## src/rtl/uart_pkg.sv

```systemverilog
// Shared UART definitions: receiver state encoding, data width and baud divider helper.
package uart_pkg;

  localparam int UART_DATA_BITS = 8;

  typedef enum logic [2:0] {
    WAIT_HIGH,
    IDLE,
    START,
    DATA,
    STOP
  } uart_rx_state_t;

  // Whole clocks per bit period; the fraction is dropped and absorbed by mid-bit sampling.
  function automatic int clks_per_bit(input int freq, input int baud);
    return freq / baud;
  endfunction

endpackage

```

## src/rtl/uart_rx_fifo.sv

```systemverilog
// First-word-fall-through FIFO: the head entry is always presented on dout while not empty.
module uart_rx_fifo #(
  parameter int WIDTH = 8,
  parameter int DEPTH = 16,
  localparam int AW = $clog2(DEPTH),
  localparam int CW = AW + 1
) (
  input  logic             clk,
  input  logic             rst,
  input  logic             push,
  input  logic [WIDTH-1:0] din,
  input  logic             pop,
  output logic [WIDTH-1:0] dout,
  output logic [CW-1:0]    count,
  output logic             full,
  output logic             empty
);

  localparam logic [CW-1:0] ONE  = CW'(1);
  localparam logic [CW-1:0] FULL = CW'(DEPTH);

  logic [WIDTH-1:0] mem [DEPTH];
  logic [AW-1:0]    rd_ptr;
  logic [AW-1:0]    wr_ptr;
  logic             do_pop;
  logic             do_push;

  assign empty   = (count == '0);
  assign full    = (count == FULL);
  assign do_pop  = pop && !empty;
  // A pop in the same cycle frees the slot a full FIFO needs for the incoming word.
  assign do_push = push && (!full || do_pop);
  assign dout    = empty ? '0 : mem[rd_ptr];

  always_ff @(posedge clk) begin
    if (!rst) begin
      rd_ptr <= '0;
      wr_ptr <= '0;
      count  <= '0;
    end else begin
      if (do_push) wr_ptr <= wr_ptr + 1'b1;
      if (do_pop)  rd_ptr <= rd_ptr + 1'b1;
      unique case ({do_push, do_pop})
        2'b10:   count <= count + ONE;
        2'b01:   count <= count - ONE;
        default: count <= count;
      endcase
    end
  end

  // NOTE: storage is deliberately not reset; count/pointers already mark every entry invalid.
  always_ff @(posedge clk) begin
    if (do_push) mem[wr_ptr] <= din;
  end

endmodule

```

## src/rtl/uart_rx.sv

```systemverilog
// 8N1 UART receiver: synchronises rx, samples mid-bit, and queues good bytes in a FWFT FIFO.
module uart_rx
  import uart_pkg::*;
#(
  parameter int FREQUENCY    = 25000000,
  parameter int BAUD_RATE    = 115200,
  parameter int CLKS_PER_BIT = clks_per_bit(FREQUENCY, BAUD_RATE),
  parameter int FIFO_DEPTH   = 16
) (
  input  logic                        clk,
  input  logic                        rst,
  input  logic                        rx,
  output logic [UART_DATA_BITS-1:0]   dout,
  output logic                        valid,
  input  logic                        rd,
  output logic [$clog2(FIFO_DEPTH):0] count,
  output logic                        full,
  output logic                        overrun,
  output logic                        frame_err,
  input  logic                        clr_err
);

  localparam logic [31:0] HALF_BIT  = 32'(CLKS_PER_BIT / 2);
  localparam logic [31:0] LAST_TICK = 32'(CLKS_PER_BIT - 1);

  uart_rx_state_t            state, state_n;
  logic [31:0]               div, div_n;
  logic [2:0]                bit_cnt, bit_cnt_n;
  logic [UART_DATA_BITS-1:0] sh, sh_n;
  logic                      rx_meta, rxs, rxs_prev;
  logic                      push_q, push_n;
  logic                      frame_set;
  logic                      overrun_set;
  logic                      empty;

  always_ff @(posedge clk) begin
    if (!rst) begin
      rx_meta   <= 1'b1;
      rxs       <= 1'b1;
      rxs_prev  <= 1'b1;
      state     <= IDLE;
      div       <= '0;
      bit_cnt   <= '0;
      sh        <= '0;
      push_q    <= 1'b0;
      overrun   <= 1'b0;
      frame_err <= 1'b0;
    end else begin
      rx_meta   <= rx;
      rxs       <= rx_meta;
      rxs_prev  <= rxs;
      state     <= state_n;
      div       <= div_n;
      bit_cnt   <= bit_cnt_n;
      sh        <= sh_n;
      push_q    <= push_n;
      // A new error in the same cycle as clr_err wins over the clear.
      overrun   <= overrun_set | (overrun & ~clr_err);
      frame_err <= frame_set | (frame_err & ~clr_err);
    end
  end

  // NOTE: every output of this block gets a default first, so no path can infer a latch.
  always_comb begin
    state_n   = state;
    div_n     = div;
    bit_cnt_n = bit_cnt;
    sh_n      = sh;
    push_n    = 1'b0;
    frame_set = 1'b0;
    unique case (state)
      WAIT_HIGH: if (rxs) state_n = IDLE;
      IDLE: begin
        if (rxs_prev && !rxs) begin
          div_n   = '0;
          state_n = START;
        end
      end
      START: begin
        if (div == HALF_BIT) begin
          div_n     = '0;
          bit_cnt_n = '0;
          state_n   = rxs ? IDLE : DATA;
        end else begin
          div_n = div + 32'd1;
        end
      end
      DATA: begin
        if (div == LAST_TICK) begin
          div_n     = '0;
          sh_n      = {rxs, sh[UART_DATA_BITS-1:1]};
          bit_cnt_n = bit_cnt + 3'd1;
          if (bit_cnt == 3'd7) state_n = STOP;
        end else begin
          div_n = div + 32'd1;
        end
      end
      STOP: begin
        if (div == LAST_TICK) begin
          div_n = '0;
          if (rxs) begin
            push_n  = 1'b1;
            state_n = IDLE;
          end else begin
            frame_set = 1'b1;
            state_n   = WAIT_HIGH;
          end
        end else begin
          div_n = div + 32'd1;
        end
      end
      default: state_n = IDLE;
    endcase
  end

  // sh is stable for the push cycle: the next frame cannot shift within one clock.
  assign overrun_set = push_q && full && !rd;
  assign valid       = !empty;

  uart_rx_fifo #(
    .WIDTH(UART_DATA_BITS),
    .DEPTH(FIFO_DEPTH)
  ) u_fifo (
    .clk  (clk),
    .rst  (rst),
    .push (push_q),
    .din  (sh),
    .pop  (rd),
    .dout (dout),
    .count(count),
    .full (full),
    .empty(empty)
  );

endmodule

```

## config.mk

```make
export PLATFORM = sky130hd
export DESIGN_NAME = uart_rx
export DESIGN_NICKNAME = d
export VERILOG_FILES = /design/src/rtl/uart_pkg.sv /design/src/rtl/uart_rx_fifo.sv /design/src/rtl/uart_rx.sv
export SDC_FILE = /design/constraint.sdc
export NUM_CORES = 1
export LEC_CHECK = 0
export ABC_AREA = 1
export BUFFER_PORTS_ARGS = -buffer_cell sky130_fd_sc_hd__buf_2
export CAP_MARGIN = 20
export CORE_MARGIN = 2
export CORE_UTILIZATION = 45
export DETAILED_ROUTE_END_ITERATION = 8
export SYNTH_ARGS = -nofsm -noshare
export SYNTH_HDL_FRONTEND = slang
export SYNTH_SLANG_ARGS = --single-unit
```

## constraint.sdc

```tcl
create_clock -name clk -period 2.26 [get_ports clk]
set_input_delay 0.452 -clock clk [delete_from_list [all_inputs] [get_ports clk]]
set_output_delay 0.452 -clock clk [all_outputs]
set_load 0.02 [all_outputs]
```

### Word-level counts from Yosys, hierarchy flattened

Memory sizes are Yosys's and may differ from the RTL's. A register that Yosys moved wholly into a read port is not among the register bits.
Cells that the tools add are included.

| word-level totals | value |
|---|---|
| memories | 1 |
| register bits | 65 |
| bits in writable memories | 128 |
| bits of input ports | 5 |
| word-level logic and storage cells | 88 |
| output and inout port bits | 17 |

| cells by class | value |
|---|---|
| muxes and demuxes | 26 |
| reduce and logical (&&, ||, !) cells | 21 |
| eq/ne operators | 16 |
| add/sub/neg operators | 6 |
| bitwise logic cells | 5 |

Memory list:

| name | words | bits a word | rd ports | clocked after Yosys merged registers in | wr ports | RTL line | RTL |
|---|---|---|---|---|---|---|---|
| u_fifo.mem | 16 | 8 | 1 | 1 | 1 | uart_rx_fifo.sv:22 | `logic [WIDTH-1:0] mem [DEPTH];` |

Operator list:

| operator | count |
|---|---|
| 2-to-1 mux 32 bit | 3 |
| one-hot mux 32 bit (3 select lines) | 1 |
| adder 32 x 1 -> 32 bit, second input constant | 1 |
| == test 32 x 7 -> 1 bit, second input constant | 1 |
| == test 32 x 8 -> 1 bit, second input constant | 1 |
| 2-to-1 mux 3 bit | 8 |
| one-hot mux 3 bit (5 select lines) | 1 |
| inequality test 2 bit, second input constant | 6 |
| one-hot mux 5 bit (2 select lines) | 1 |
| adder 4 x 1 -> 4 bit, second input constant | 2 |
| 2-to-1 mux 4 bit | 2 |
| 2-to-1 mux 8 bit | 1 |
| 2-to-1 mux 1 bit | 7 |
| == test 3 x 2 -> 1 bit, second input constant | 2 |
| == test 3 bit, second input constant | 2 |
| one-hot mux 3 bit (2 select lines) | 1 |
| AND reduction 3 bit | 2 |
| AND reduction 6 bit | 1 |
| adder 5 x 1 -> 5 bit, second input constant | 1 |
| == test 5 bit, second input constant | 1 |
| logical AND 1 bit | 5 |
| zero test 5 bit | 1 |
| subtractor 5 x 1 -> 5 bit, second input constant | 1 |
| zero test 1 bit | 4 |
| other kinds (14) | 18 |

### Depth between registers and ports, before layout

| logic depth | value |
|---|---|
| word-level depth | 7 |
| depth in mapped cells | 16 |
| depth with buffers taken out | 16 |

### Hierarchy

A second synthesis with hierarchy kept.

| second synthesis, totals | value |
|---|---|
| cells, all modules | 1031 |
| area total of the unflattened synthesis | 9190.1 um^2 |

By module, submodules not included:

| module | cells an instance | seq. area each (um^2) | area each (um^2) | instances |
|---|---|---|---|---|
| uart_rx_fifo | 551 | 4184.0 | 6139.6 | 1 |
| uart_rx | 480 | 1041.0 | 3050.4 | 1 |

### Worst setup path before layout

Ideal clock, no wire load.

| path | value |
|---|---|
| path kind | register to register |
| from | register u_fifo.count[0] |
| to | register u_fifo.count[4] |
| arrival | 2.404 ns |
| period minus slack after synthesis | 2.474 ns |
| setup time | 0.070 ns |
| cell stages (with the launch flop) | 16 |
| required time | 2.190 ns |
| path slack | -0.214 ns |
| buffers on the path | 0 |
| cells stage by stage | dfxtp_1 > nor2_1 > nand3_1 > nor2_1 > nand2_1 > nand2_1 > ha_1 > xor2_1 > ha_1 > inv_1 > nand2_1 > nand3_1 > nand2_1 > xor2_1 > nand2_1 > a21oi_1 |

| between the ends | value |
|---|---|
| elaborated cells on any way between the ends | 13 |
| classes of those cells | add/sub: 2; eq/ne: 3; mux: 1; reduce/logical: 7 |

RTL lines:

| item | RTL line | RTL |
|---|---|---|
| start: declaration | uart_rx_fifo.sv:14 | `output logic [CW-1:0] count,` |
| start signal: assignment | uart_rx_fifo.sv:44 | `2'b10: count <= count + ONE;` |
| start signal: assignment | uart_rx_fifo.sv:45 | `2'b01: count <= count - ONE;` |
| start signal: assignment | uart_rx_fifo.sv:46 | `default: count <= count;` |
| == test 5 bit * | uart_rx_fifo.sv:29 | `assign full = (count == FULL);` |
| via full | uart_rx.sv:17 | `output logic full,` |
| zero test 1 bit * | uart_rx_fifo.sv:32 | `assign do_push = push && (!full \|\| do_pop);` |
| logical OR 1 bit * | uart_rx_fifo.sv:32 |  |
| logical AND 1 bit * | uart_rx_fifo.sv:32 |  |
| == test 2 x 1 -> 1 bit or == test 2 bit (tied branches) | uart_rx_fifo.sv:43 | `unique case ({do_push, do_pop})` |
| one-hot mux 5 bit (2 select lines) or nonzero test 2 bit (tied branches) | -- |  |

The timed path passes the listed nets; every way through them passes the cells marked *.
A chain may end at the register's enable or synchronous reset.

==> summary.md <==
| Metric | Value |
|---|---|
| Status | `complete, but fails checks` |
| Failing checks | `setup timing` |
| RR Endpoint | `u_fifo.count[4]` |
| 1st-pass router iterations | `4` |
| Nets | `1015` |
| DP Cell Count | `1235` |
| Antenna diodes | `0` |
| ANT nets after route | `0` |
| Gr usage total | `21.0%` |
| Actual slew at the worst max-slew pin | `0.787 ns` |
| Synth top area share | `43.0%` |
| Setup ws final | `-0.134 ns` |
| Post-Syn Instances | `951` |
| Post-route minimum period | `2.39 ns` |
| Sum Neg Setup Slack | `-0.635 ns` |
| Endpoints failing setup | `8` |
| GR Overflow Total | `0` |
| Dpl hpwl | `13.5 mm` |
| Placed inst area | `9510 um^2` |
| Core Util, Final | `54.1%` |
| Slew HR | `47.4%` |
| Critical Path End | `dout[4]` |
| Vias | `6747` |
| Synth Cell Area | `8930 um^2` |
| Leak pwr | `3.90 nW` |
| RSZ-0062 raised after global routing | `true` |
| Post-Layout Cell Count | `1275` |
| Synth-to-Final Area Change | `18.0%` |
| Chip Height | `145 um` |
| Post-synth EDFFs | `128` |
| Bufs on Longest Clock Path | `2` |
| Worst skew pair latency | `0.44 ns` |
| Die Wd | `145 um` |
| CTS clk-pin slew, worst paths | `0.08 ns` |
| Synth area leaders | `edfxtp_1, dfxtp_1, nand2_1` |
| Min-Delay Path Class | `primary input to register` |
| Crit path kind | `register to primary output` |
| Vias in the first global route | `6298` |
| First-pass GRT wire length | `33.3 mm` |
| Routability congestion estimate | `0.857` |
| Number of placed I/O pins | `22` |
| Core area | `19500 um^2` |
| Antenna violations before repair | `0` |
| Syn avg cell area | `9.39 um^2` |
| Final Cell Area | `10500 um^2` |
| H-tree Lvls | `4` |
| Max_cap viols | `0` |
| DR DRC count | `0` |
| Initial Util | `45.9%` |
| Tcrit/Tclk final | `106%` |
| CTS tree | `yes` |
| Register-to-Register Path Depth | `16` |
| Pin count of the biggest net entering global routing | `33` |
| Post-synthesis sequential area ratio | `58.5%` |
| CTS Hold Bufs | `0` |
| Num CTS Buffers | `17` |
| Register Area | `5240 um^2` |
| CP Capture Type | `primary output` |
| Share of cells above drive strength 1 | `16.2%` |
| WL final | `21.6 mm` |
| Die ar. | `21000 um^2` |
| Fmax | `0.418 GHz` |
| Required @ worst endpoint | `1.81 ns` |
| Multi-input gate area | `3460 um^2` |
| CP arrival | `1.94 ns` |
| Synth cell types | `36` |
| IO Port Bufs | `21` |
| Worst r2r src | `u_fifo.count[1]` |
| Final hold viol count | `0` |
| Number of placement rows | `51` |
| Async set-reset flop share out of synthesis | `0%` |
| Root Driver | `clkbuf_16` |
| Pwr Total | `11.5 mW` |
| Synth Warn # | `0` |
| Worst VDD drop | `0.000761 V` |
| TritonCTS Sinks | `197` |
| Yosys reg bits | `197` |
| Syn nets | `969` |
| Peak fanout along the critical path | `16` |
| Drt first-iter violations | `487` |
| Post-DR vias/cell | `5.29` |
| Slew Limit Fails | `0` |
| Flop2flop setup slack | `0.11 ns` |
| Startpoint Class | `register` |
| Pwr per Cell Area | `1090 nW/um^2` |
| Clk_skew | `0.0102 ns` |
| Filler cells | `1735` |
| Post-synth top flop | `edfxtp_1` |
| Leading area contributor after synthesis | `edfxtp_1` |
| Per-cell routed wire length | `16.9 um` |
==> how the worst min path moves through the flow <==
stage | from | endpoint | slack, ns | cells past startpoint
finish | rx | rx_meta | 0.24 | 2
global route | rx | rx_meta | 0.22 | 2
CTS | rx | rx_meta | 0.22 | 2
detailed placement | rx_meta | rxs | 0.41 | 1
global placement | rx_meta | rxs | 0.41 | 1
floorplan | rx_meta | rxs | 0.39 | 1
==> worst max-delay path, stage by stage (launching register included) <==
cell       delay (ns)
dfxtp_4          0.43
clkbuf_16        0.21
o21ai_0          0.10
o221ai_1         0.25
nand3_1          0.14
a21oi_2          0.19
buf_4            0.17
==> layout make-up <==
cell class / count / area share (%)
Sequential cell: 197 / 49.8
Multi-Input combinational cell: 634 / 32.8
Timing Repair Buffer: 62 / 5.39
Clock buffer: 19 / 4.31
Tap cell: 265 / 3.15
Inverter: 85 / 3.09
Clock inverter: 13 / 1.48
==> what timing repair did <==
item / in CTS / in global routing
endpoints found under the setup margin: 8 / 12
gates cloned: 1 / 1
buffers inserted: 0 / 6
pin swaps: 3 / 16
gates resized for setup: 16 / 53
hold endpoints to repair: 0 / 0
==> flip-flops by register name, summed over array words and instances, names as in the netlist, named ones only <==
name           count
bit_cnt            3
div               32
frame_err          1
overrun            1
push_q             1
rx_meta            1
rxs                1
rxs_prev           1
sh                 8
state              3
u_fifo.count       5
u_fifo.mem       128
u_fifo.rd_ptr      4
u_fifo.wr_ptr      4
==> cells by family after synthesis <==
logic type / after synthesis / share of synthesized area, %
adder cells (fa/ha/maj): 13 / 1.82
AO/OA/AOI/OAI: 180 / 12.7
XOR/XNOR: 15 / 1.47
flip-flops: 197 / 58.5
buffers and inverters: 120 / 5.32
AND/OR/NAND/NOR: 426 / 20.1
==> synthesized netlist by cell type, types with 11 or more instances <==
cell and count:
clkbuf_1 26, dfxtp_1 69, ha_1 13, o211ai_1 11, nor2_1 165, o21ai_0 56
nand4_1 11, edfxtp_1 128, o21bai_1 33, nand2_1 166, nand3_1 54, xor2_1 14
inv_1 81, a21oi_1 44, o221ai_1 32
==> routing by layer <==
layer | up-vias | track usage [%] | routed length [um]
li1 | 3341 | - | -
met1 | 3215 | 29.5 | 10100
met2 | 170 | 33.4 | 9960
met3 | 21 | 4.64 | 1200
met4 | 0 | 5.16 | 277
met5 | - | 0 | 0
==> stage by stage <==
| stage | setup slack, ns | hold slack (ns) |
|---|---|---|
| global route | -0.183 | 0.225 |
| floorplan | 0.0346 | 0.393 |
| CTS | -0.181 | 0.224 |
| finish | -0.134 | 0.242 |
| global placement | 0.112 | 0.413 |
| detailed placement | 0.0897 | 0.406 |
==> power breakdown <==
| part | internal (mW) | total [mW] | leakage, nW | switching [mW] |
|---|---|---|---|---|
| logic | 1.65 | 4.25 | 1.85 | 2.60 |
| clock network | 1.65 | 3.12 | 0.301 | 1.47 |
| registers | 3.93 | 4.12 | 1.75 | 0.188 |
| total | 7.23 | 11.5 | 3.90 | 4.26 |
==> cell usage in the layout (no fill, tap or decap), types with 3 or more instances in the layout <==
| cell type | n |
|---|---|
| inv_2 | 4 |
| dfxtp_4 | 4 |
| o21bai_1 | 32 |
| or2_2 | 3 |
| ha_1 | 10 |
| edfxtp_1 | 128 |
| dfxtp_1 | 62 |
| buf_12 | 6 |
| nor3_1 | 6 |
| o21ai_0 | 56 |
| clkbuf_16 | 19 |
| nand3_2 | 3 |
| nand4_1 | 11 |
| clkinv_8 | 3 |
| buf_4 | 37 |
| nor2_1 | 163 |
| dfxtp_2 | 3 |
| a21oi_2 | 8 |
| nand2_2 | 9 |
| o211ai_1 | 11 |
| inv_1 | 78 |
| nand3_1 | 51 |
| buf_2 | 13 |
| a21oi_1 | 36 |
| nor2_2 | 5 |
| inv_6 | 5 |
| nor2_4 | 6 |
| xor2_1 | 12 |
| o221ai_1 | 18 |
| o221ai_2 | 14 |
| nand2_1 | 162 |
Power figures use the tool's default switching activity.
